<file path="src/rtl/fetch_instr_queue.sv">
// Instruction queue between fetch/realign and decode: DEPTH-entry in-order FIFO
// with a hold state that blocks further fetches after a faulting entry is accepted.
module fetch_instr_queue #(
    parameter int unsigned DEPTH = 4,
    parameter int unsigned CNT_W = $clog2(DEPTH + 1)
) (
    input  logic             clk_i,
    input  logic             rst_i,
    input  logic             flush_i,
    input  logic             valid_i,
    output logic             ready_o,
    input  logic [63:0]      pc_i,
    input  logic [31:0]      instr_i,
    input  logic             is_compressed_i,
    input  logic             ex_valid_i,
    output logic             valid_o,
    input  logic             ready_i,
    output logic [63:0]      pc_o,
    output logic [31:0]      instr_o,
    output logic             is_compressed_o,
    output logic             ex_valid_o,
    output logic [CNT_W-1:0] count_o
);

    localparam int unsigned PTR_W = $clog2(DEPTH);

    typedef enum logic {
        RUN,
        EX_HOLD
    } state_t;

    typedef struct packed {
        logic [63:0] pc;
        logic [31:0] instr;
        logic        is_compressed;
        logic        ex_valid;
    } entry_t;

    state_t             state_q, state_d;
    logic [PTR_W-1:0]   rd_ptr_q, wr_ptr_q;
    logic [CNT_W-1:0]   count_q, count_d;
    entry_t             mem_q [DEPTH];
    entry_t             wr_entry;
    entry_t             head;
    logic               push, pop;

    always_comb begin
        ready_o = (count_q != CNT_W'(DEPTH)) && (state_q == RUN) && !flush_i;
        valid_o = (count_q != '0);
        push    = valid_i && ready_o;
        pop     = valid_o && ready_i;
    end

    // Upper half of a compressed instruction is never stored, so decode sees zeros.
    always_comb begin
        wr_entry.pc            = pc_i;
        wr_entry.instr         = is_compressed_i ? {16'h0, instr_i[15:0]} : instr_i;
        wr_entry.is_compressed = is_compressed_i;
        wr_entry.ex_valid      = ex_valid_i;
    end

    always_comb begin
        state_d = state_q;
        count_d = count_q;
        if (flush_i) begin
            state_d = RUN;
            count_d = '0;
        end else begin
            if (state_q == RUN && push && ex_valid_i) begin
                state_d = EX_HOLD;
            end
            case ({push, pop})
                2'b10:   count_d = count_q + 1'b1;
                2'b01:   count_d = count_q - 1'b1;
                default: count_d = count_q;
            endcase
        end
    end

    always_ff @(posedge clk_i) begin
        if (rst_i) begin
            state_q  <= RUN;
            count_q  <= '0;
            rd_ptr_q <= '0;
            wr_ptr_q <= '0;
        end else begin
            state_q <= state_d;
            count_q <= count_d;
            if (flush_i) begin
                rd_ptr_q <= '0;
                wr_ptr_q <= '0;
            end else begin
                if (push) wr_ptr_q <= wr_ptr_q + 1'b1;
                if (pop)  rd_ptr_q <= rd_ptr_q + 1'b1;
            end
        end
    end

    always_ff @(posedge clk_i) begin
        if (push) begin
            mem_q[wr_ptr_q] <= wr_entry;
        end
    end

    always_comb begin
        head            = mem_q[rd_ptr_q];
        pc_o            = valid_o ? head.pc            : '0;
        instr_o         = valid_o ? head.instr         : '0;
        is_compressed_o = valid_o ? head.is_compressed : 1'b0;
        ex_valid_o      = valid_o ? head.ex_valid      : 1'b0;
        count_o         = count_q;
    end

endmodule

</file>
<file path="config.mk">
export PLATFORM = sky130hd
export DESIGN_NAME = fetch_instr_queue
export DESIGN_NICKNAME = d
export VERILOG_FILES = /design/src/rtl/fetch_instr_queue.sv
export SDC_FILE = /design/constraint.sdc
export NUM_CORES = 1
export LEC_CHECK = 0
export ABC_AREA = 1
export BUFFER_PORTS_ARGS = -buffer_cell sky130_fd_sc_hd__buf_2
export CORE_MARGIN = 2
export CORE_UTILIZATION = 47
export CTS_CLUSTER_DIAMETER = 200
export DETAILED_ROUTE_END_ITERATION = 8
export PLACE_DENSITY = 0.68
export SLEW_MARGIN = 10
export SYNTH_ARGS = -nofsm -noshare
export SYNTH_HDL_FRONTEND = slang
export SYNTH_SLANG_ARGS = --single-unit
</file>
<file path="constraint.sdc">
create_clock -name clk_i -period 6.67 [get_ports clk_i]
set_input_delay 1.0005 -clock clk_i [delete_from_list [all_inputs] [get_ports clk_i]]
set_output_delay 1.0005 -clock clk_i [all_outputs]
set_load 0.05 [all_outputs]
</file>
==> Word level (Yosys, flattened, before mapping) <==
Memory sizes are Yosys's and may differ from the RTL's. A register that Yosys moved wholly into a read port is not among the register bits.
Index checks and enable logic that the tools add are counted.
{ "classes": {"add_sub_neg": 4, "n_eq_ne": 3, "muxes": 10, "bitwise_logic": 1, "reduce_logical": 10} }
{ "ops": {"columns": ["cell", "n"], "rows": [
  ["32-bit 2-to-1 mux", 2],
  ["64-bit 2-to-1 mux", 1],
  ["1-bit logical AND", 6],
  ["3-bit case mux with 2 select lines", 1],
  ["2-bit by 1-bit adder with 2-bit output (second input constant)", 2],
  ["1-bit 2-to-1 mux", 4],
  ["2-bit 2-to-1 mux", 2],
  ["3-bit by 1-bit adder with 3-bit output (second input constant)", 1],
  ["3-bit != test (second input constant)", 1],
  ["3-bit nonzero test", 1],
  ["3-bit by 1-bit subtractor with 3-bit output (second input constant)", 1],
  ["2-bit by 1-bit equality test with 1-bit output (second input constant)", 1],
  ["2-bit equality test (second input constant)", 1],
  ["2-bit nonzero test", 1],
  ["2-bit OR reduction", 1],
  ["1-bit zero test", 1],
  ["1-bit NOT", 1]
]} }
{ "totals": {"reg_bits": 8, "ramBits": 392, "input_bits": 103, "output_inout_bits": 103, "word_cells": 33, "n_memories": 1} }
{ "mem_list": {"columns": ["name", "words", "width", "read_ports", "rd_clocked_by_memory_dff", "write_ports", "line", "rtl"], "rows": [
  ["mem_q", 4, 98, 1, 1, 1, "42", "entry_t mem_q [DEPTH];"]
]} }

==> Depth between registers and ports, before layout <==
Gate-level depths: netlist of the first run.
{ "depth": {"word_depth": 6, "ltp_mapped": 13, "ltp_nobuf": 13} }

==> Worst setup path after synthesis of the first run <==
No wires, ideal clock.
{ "synth_path": {"path_kind": "in2reg", "startpoint": "in flush_i", "endpoint": "mem mem_q[0][0] (netlist name), enable pin", "setup_ns": 0.556, "t_arrival_ns": 5.510, "t_required_ns": 6.114, "slack_ns": 0.604, "stages": 3, "n_path_buf": 0, "path_cell_list": "nor2_1 nand3_1 nor2_1"} }
{ "synth_between": {"elab_chain_len": 5} }
{ "synth_lines": {"columns": ["item", "line", "rtl"], "rows": [
  ["start, declared", "9", "input logic flush_i,"],
  ["1-bit zero test", "48", "ready_o = (count_q != CNT_W'(DEPTH)) && (state_q == RUN) && !flush_i;"],
  ["1-bit logical AND", "48", null],
  ["1-bit logical AND", "50", "push = valid_i && ready_o;"],
  ["1-bit 2-to-1 mux", "100", "if (push) begin"],
  ["1-bit 2-to-1 mux (not written as such)", "101", "mem_q[wr_ptr_q] <= wr_entry;"],
  ["end, declared", "42", null]
]} }
Every way passes these cells.

==> results of run 1 <==
## state kept, by name, indices dropped and copies added (netlist names), named ones only
signal    cells
rd_ptr_q      2
count_o       3
mem_q       392
state_q       1
wr_ptr_q      2
## synth_stat cells, types with 10 or more instances
master      n
o21ai_0   107
clkbuf_2   14
nand2_1    19
nor2_1    420
a21oi_1   104
edfxtp_1  392
clkbuf_1   26
buf_2      13
inv_1      36
dfxtp_1    10
o21ai_1    90
buf_4      18
## area by class of cell
| type | count | share of cell area (%) |
|---|---|---|
| tap | 448 | 3.02 |
| clock inverter | 26 | 1.45 |
| inverter | 39 | 0.842 |
| multi-input combinational | 753 | 17.8 |
| timing repair buffer | 220 | 6.13 |
| antenna | 5 | 0.0674 |
| sequential | 402 | 64.5 |
| clock buffer | 52 | 6.20 |
## cell families after synthesis
kind of cell	count (synthesis)	share of synthesized area, %
buf+inv	115	3.53
compound gates	301	9.53
simple gates	446	10.7
flops	402	75.7
fa+ha+maj	6	0.522
## final timing paths
kind | start | cells past startpoint | end
max | flop | 7 | pc_o[29]
min | state_q | 2 | state_q
max reg2reg | count_o[0] | 5 | mem_q[1][80]
min reg2reg | state_q | 2 | state_q
## per-layer routing
metal	global-route usage [%]	part of all wire (%)	routed length [um]
met1	25.8	42	14600
met2	32.4	48	16400
met3	4.86	7.8	2690
met4	5.94	2.5	851
met5	0	0.020	7
## stage by stage
stage,utilization (%),hold WS [ns]
3_5_place_dp,51.4,0.470
2_1_floorplan,-,0.449
6_report,55.7,0.494
5_1_grt,55.6,0.521
4_1_cts,55.6,0.490
3_3_place_gp,51.4,0.459
## critical path: cells and delay by family (launching register included)
kind	cells	cell delay, ns
flops	1	0.72
simple gates	2	0.22
compound gates	2	0.36
buf+inv	3	1.76
## power by group
part	internal, mW	switching, mW	total, mW
logic	0.0880	0.312	0.400
clock network	1.46	0.921	2.38
registers	2.82	0.0128	2.83
==> metrics.csv, run 1 <==
metric;value;unit
worst setup margin;1.97;ns
post-place instance area;17100;um2
Synth Cell Area;15800;um2
Syn Nets;1379;
Crit path largest cell delay;0.80;ns
clk sinks;402;
Syn Inst Count;1270;
Detail Route Antenna Nets;0;
Boundary Pins;206;
commonest non-fill, non-tap cell in the layout;nor2_1;
status;finished, final reports clean;
number of global-route vias before repair;10100;
Seq. cell area;12000;um2
Post-synth ARST share;0;%
vias per inst;5.21;
Total Wirelength;34.5;mm
Total GRT Usage;19.6;%
ys flop type;edfxtp_1;
# resized after CTS;0;
VDD IR-drop max;0.230;mV
Crit-path slowest cell;buf_4;
Setup Viol. Count Final;0;
chip width;187;um
Max Cap Viol;0;
CP max FO;84;
Initial DRC Count;746;
TritonCTS Buffers;43;
cell row count;67;
Unique masters post-synth;20;
CTS root buffer;clkbuf_16;
total power draw;5.61;mW
via count;10100;
CTS clock-pin slew for the worst setup and hold paths;0.06;ns
Tightest Hold Check Type;reg2reg;
Die ar.;35100;um2
footprint of the multi-input gates;3310;um2
Yosys reg bits;402;
antenna violations before repair;5;
Worst setup EP type;output pin;
RSZ-0062 raised after global routing;false;
worst slack, placed;2.52;ns
area leader, netlist;edfxtp_1;
global-route wire length before repair;54.0;mm
max_slew headroom;33.0;%
crit path time final;4.70;ns
PD cells;302;nW/um2
number of remaining DRC errors;0;
fmax;213;MHz
Die Ht;187;um
Core ar.;33400;um2
layout cells sized above 1;19.2;%
final non-filler cell total;1945;
Placed Cells incl. Taps;1862;
IO Port Bufs;205;
critical path class;reg2out;
Setup TNS Final;0;ns
starting density of the core;47.4;%
dpl hpwl;18.9;mm
Worst Path Required;5.67;ns
H-tree depth;2;
startpoint types;flop;
gr ovfl total;0;
hold_buf cts;0;
synth warn;0;
worst slew pin tran;1.01;ns
synth top area cells;edfxtp_1, nor2_1, o21ai_0;
most frequent cells in the layout;nor2_1, edfxtp_1, buf_2, o21ai_0, a21oi_1;
TritonCTS clock tree;yes;
Leakage;6.84;nW
WL/cell;17.8;um
maximum root-to-sink buffer count;3;
Layout Skew;0.0168;ns
Final Hold Fails;0;
crit-path cells;buf_4 -> buf_4 -> nor2_1 -> nor2_1 -> o21ai_0 -> a21oi_1 -> buf_2;
area delta synth->final;17.5;%
post-synth top area share;74.5;%
GP Congestion;0.732;
CP arrival;3.70;ns
pin count of the biggest net entering global routing;144;
setup bufs post-CTS;0;
flop2flop setup slack;3.55;ns
worst skew pair latency;0.52;ns
Final Cell Area;18600;um2
EDFF count, synth;392;
Slew Limit Fails;0;
fin crit share;70.5;%
Filler cells;2784;
mean post-synth cell area;12.4;um2
Nets;1568;
Seq/Total Area, Yosys;75.7;%
drt pass-1 iters;5;
No activity file was read; power rests on OpenSTA's default activity.
==> run 2, diff against run 1 <==
--- a/config.mk
+++ b/config.mk
@@ -5,13 +5,13 @@
 export SDC_FILE = /design/constraint.sdc
 export NUM_CORES = 1
 export LEC_CHECK = 0
-export ABC_AREA = 1
+export ABC_AREA = 0
 export BUFFER_PORTS_ARGS = -buffer_cell sky130_fd_sc_hd__buf_2
 export CORE_MARGIN = 2
 export CORE_UTILIZATION = 47
 export CTS_CLUSTER_DIAMETER = 200
 export DETAILED_ROUTE_END_ITERATION = 8
-export PLACE_DENSITY = 0.68
+export PLACE_DENSITY = 0.71
 export SLEW_MARGIN = 10
 export SYNTH_ARGS = -nofsm -noshare
 export SYNTH_HDL_FRONTEND = slang
==> constraint.sdc (replaced) <==
create_clock -name clk_i -period 4.18 [get_ports clk_i]
set_input_delay 0.627 -clock clk_i [delete_from_list [all_inputs] [get_ports clk_i]]
set_output_delay 0.627 -clock clk_i [all_outputs]
set_load 0.05 [all_outputs]
==> metrics.csv, run 2 <==
metric;value;unit
synth top area cells;edfxtp_1, mux4_2, and2_1;
clk sinks;402;
WL/cell;21.5;um
simple-gate portion of the synthesized area;5.42;%
commonest non-fill, non-tap cell in the layout;edfxtp_1;
ys flop type;edfxtp_1;
Crit path largest cell delay;0.65;ns
Crit-path slowest cell;dfxtp_4;
TritonCTS clock tree;yes;
Core ar.;32400;um2
Die ar.;34200;um2
most instantiated cells after synthesis;edfxtp_1, and2_1, mux4_2;
Seq/Total Area, Yosys;77.7;%
Setup TNS Final;0;ns
footprint of the multi-input gates;3240;um2
number of remaining DRC errors;0;
fmax;308;MHz
post-place instance area;17000;um2
pin count of the biggest net entering global routing;100;
Max Cap Viol;0;
Detail Route Antenna Nets;0;
most frequent cells in the layout;edfxtp_1, buf_2, mux4_2, and2_1, clkbuf_16;
worst skew pair latency;0.53;ns
RSZ-0062 raised after global routing;false;
PD cells;449;nW/um2
global-route wire length before repair;45.1;mm
hold_buf cts;0;
area leader, netlist;edfxtp_1;
xor/xnor share of the synthesized area;0.227;%
Worst setup EP type;output pin;
Worst Path Required;3.55;ns
Final Hold Fails;0;
TritonCTS Buffers;41;
critical path class;reg2out;
vias per inst;5.30;
VDD IR-drop max;0.328;mV
via count;7388;
Syn Nets;807;
mean post-synth cell area;22.1;um2
max_slew headroom;32.1;%
Final Cell Area;18200;um2
# resized after CTS;0;
CTS root buffer;clkbuf_16;
CP arrival;2.62;ns
crit-path leading delay family;flip-flops;
layout cells sized above 1;39.7;%
Layout Skew;0.0223;ns
synth warn;0;
Top reg by flops;mem_q;
IO Port Bufs;205;
hold slack;0.313;ns
worst setup margin;0.938;ns
Die Ht;185;um
Total GRT Usage;17.8;%
maximum root-to-sink buffer count;3;
GP Congestion;0.721;
Unique masters post-synth;27;
worst slew pin tran;1.02;ns
worst slack, placed;1.22;ns
status;finished, final reports clean;
antenna violations before repair;8;
area delta synth->final;18.1;%
Seq. cell area;12000;um2
CP max FO;43;
drt pass-1 iters;5;
startpoint types;flop;
Initial DRC Count;553;
Tightest Hold Check Type;in2reg;
Slew Limit Fails;0;
Leakage;6.22;nW
cell row count;66;
top-count cell post-synth;edfxtp_1;
EDFF count, synth;392;
post-synth top area share;76.4;%
largest family of logic cells by synthesized area;multiplexers;
chip width;185;um
Syn Inst Count;698;
fin crit share;77.6;%
dpl hpwl;18.3;mm
setup bufs post-CTS;0;
mux cell area share after synthesis;14.3;%
compound-gate portion of the synthesized area;0.374;%
Post-synth ARST share;0;%
gr ovfl total;0;
Setup Viol. Count Final;0;
WP buf/inv;2;
H-tree depth;2;
Synth Cell Area;15400;um2
Yosys reg bits;402;
starting density of the core;47.6;%
crit-path cells;buf_12 -> mux4_2 -> and2_1 -> buf_2;
Filler cells;2506;
Nets;1034;
number of global-route vias before repair;7607;
crit path time final;3.24;ns
CTS clock-pin slew for the worst setup and hold paths;0.06;ns
Total Wirelength;30.0;mm
max reg flops;392;
Boundary Pins;206;
area share of fa/ha/maj cells after synthesis;0.536;%
## run 2: cell count changes in the layout (fill, tap and decap cells not counted), moves of 6 or more
cell,before,now
a21oi_1,104,4
and2_1,0,98
buf_12,0,6
buf_4,15,9
bufinv_16,6,0
inv_1,36,6
mux4_2,0,98
nand2_1,19,1
nor2_1,416,7
nor2b_1,0,16
o21ai_0,107,3
o21ai_1,90,0
## run 2: cell type report
class	instances	area share (%)
multi-input combinational	254	17.8
clock buffer	51	5.97
tap	442	3.04
timing repair buffer	220	6.67
sequential	402	65.9
clock inverter	16	0.454
antenna	2	0.0275
inverter	6	0.124
## run 2: kinds of logic after synthesis
logic type / after synthesis
DFF: 402
and+or+nand+nor: 136
muxes: 98
buffers and inverters: 42
AOI/OAI and AO/OA: 10
adders and majority gates: 6
xor gates and xnor gates: 4
## run 2: routing by layer
metal  GRT usage, %  part of all wire [%]  vias to the layer above
met5              0                  0.27                        -
met4           4.29                   1.7                       12
met3           4.60                   7.2                       53
met2           29.1                    50                      234
met1           24.2                    41                     3809
li1               -                     -                     3280
## run 2: report_power, final
group / internal [mW] / leakage, nW / switching [mW]
Combinational: 0.147 / 2.00 / 0.302
Clock: 1.82 / 0.569 / 1.39
Sequential: 4.48 / 3.65 / 0.0160
Total: 6.46 / 6.22 / 1.71
## run 2: final timing paths
check	cells past startpoint	slack, ns	end	from
hold reg to reg	2	0.52	wr_ptr_q[1]	wr_ptr_q[1]
setup / recovery	4	0.94	pc_o[46]	flop
hold / removal	1	0.31	mem_q[2][69]	pc_i[35]
setup reg to reg	3	1.61	mem_q[1][67]	state_q
## run 2: metrics by stage
| step | power [mW] | std cells | utilization [%] |
|---|---|---|---|
| 5_1_grt | 8.44 | 1391 | 56.2 |
| 2_1_floorplan | 4.87 | 698 | - |
| 3_3_place_gp | 5.03 | 1324 | 52.5 |
| 3_5_place_dp | 5.04 | 1324 | 52.5 |
| 6_report | 8.16 | 1393 | 56.2 |
| 4_1_cts | 8.25 | 1391 | 56.2 |
## run 2: worst reg2reg max path: stages (launching register included)
cell and delay, ns:
dfxtp_1 0.33, nor3b_1 0.71, and3_4 0.76, buf_4 0.43
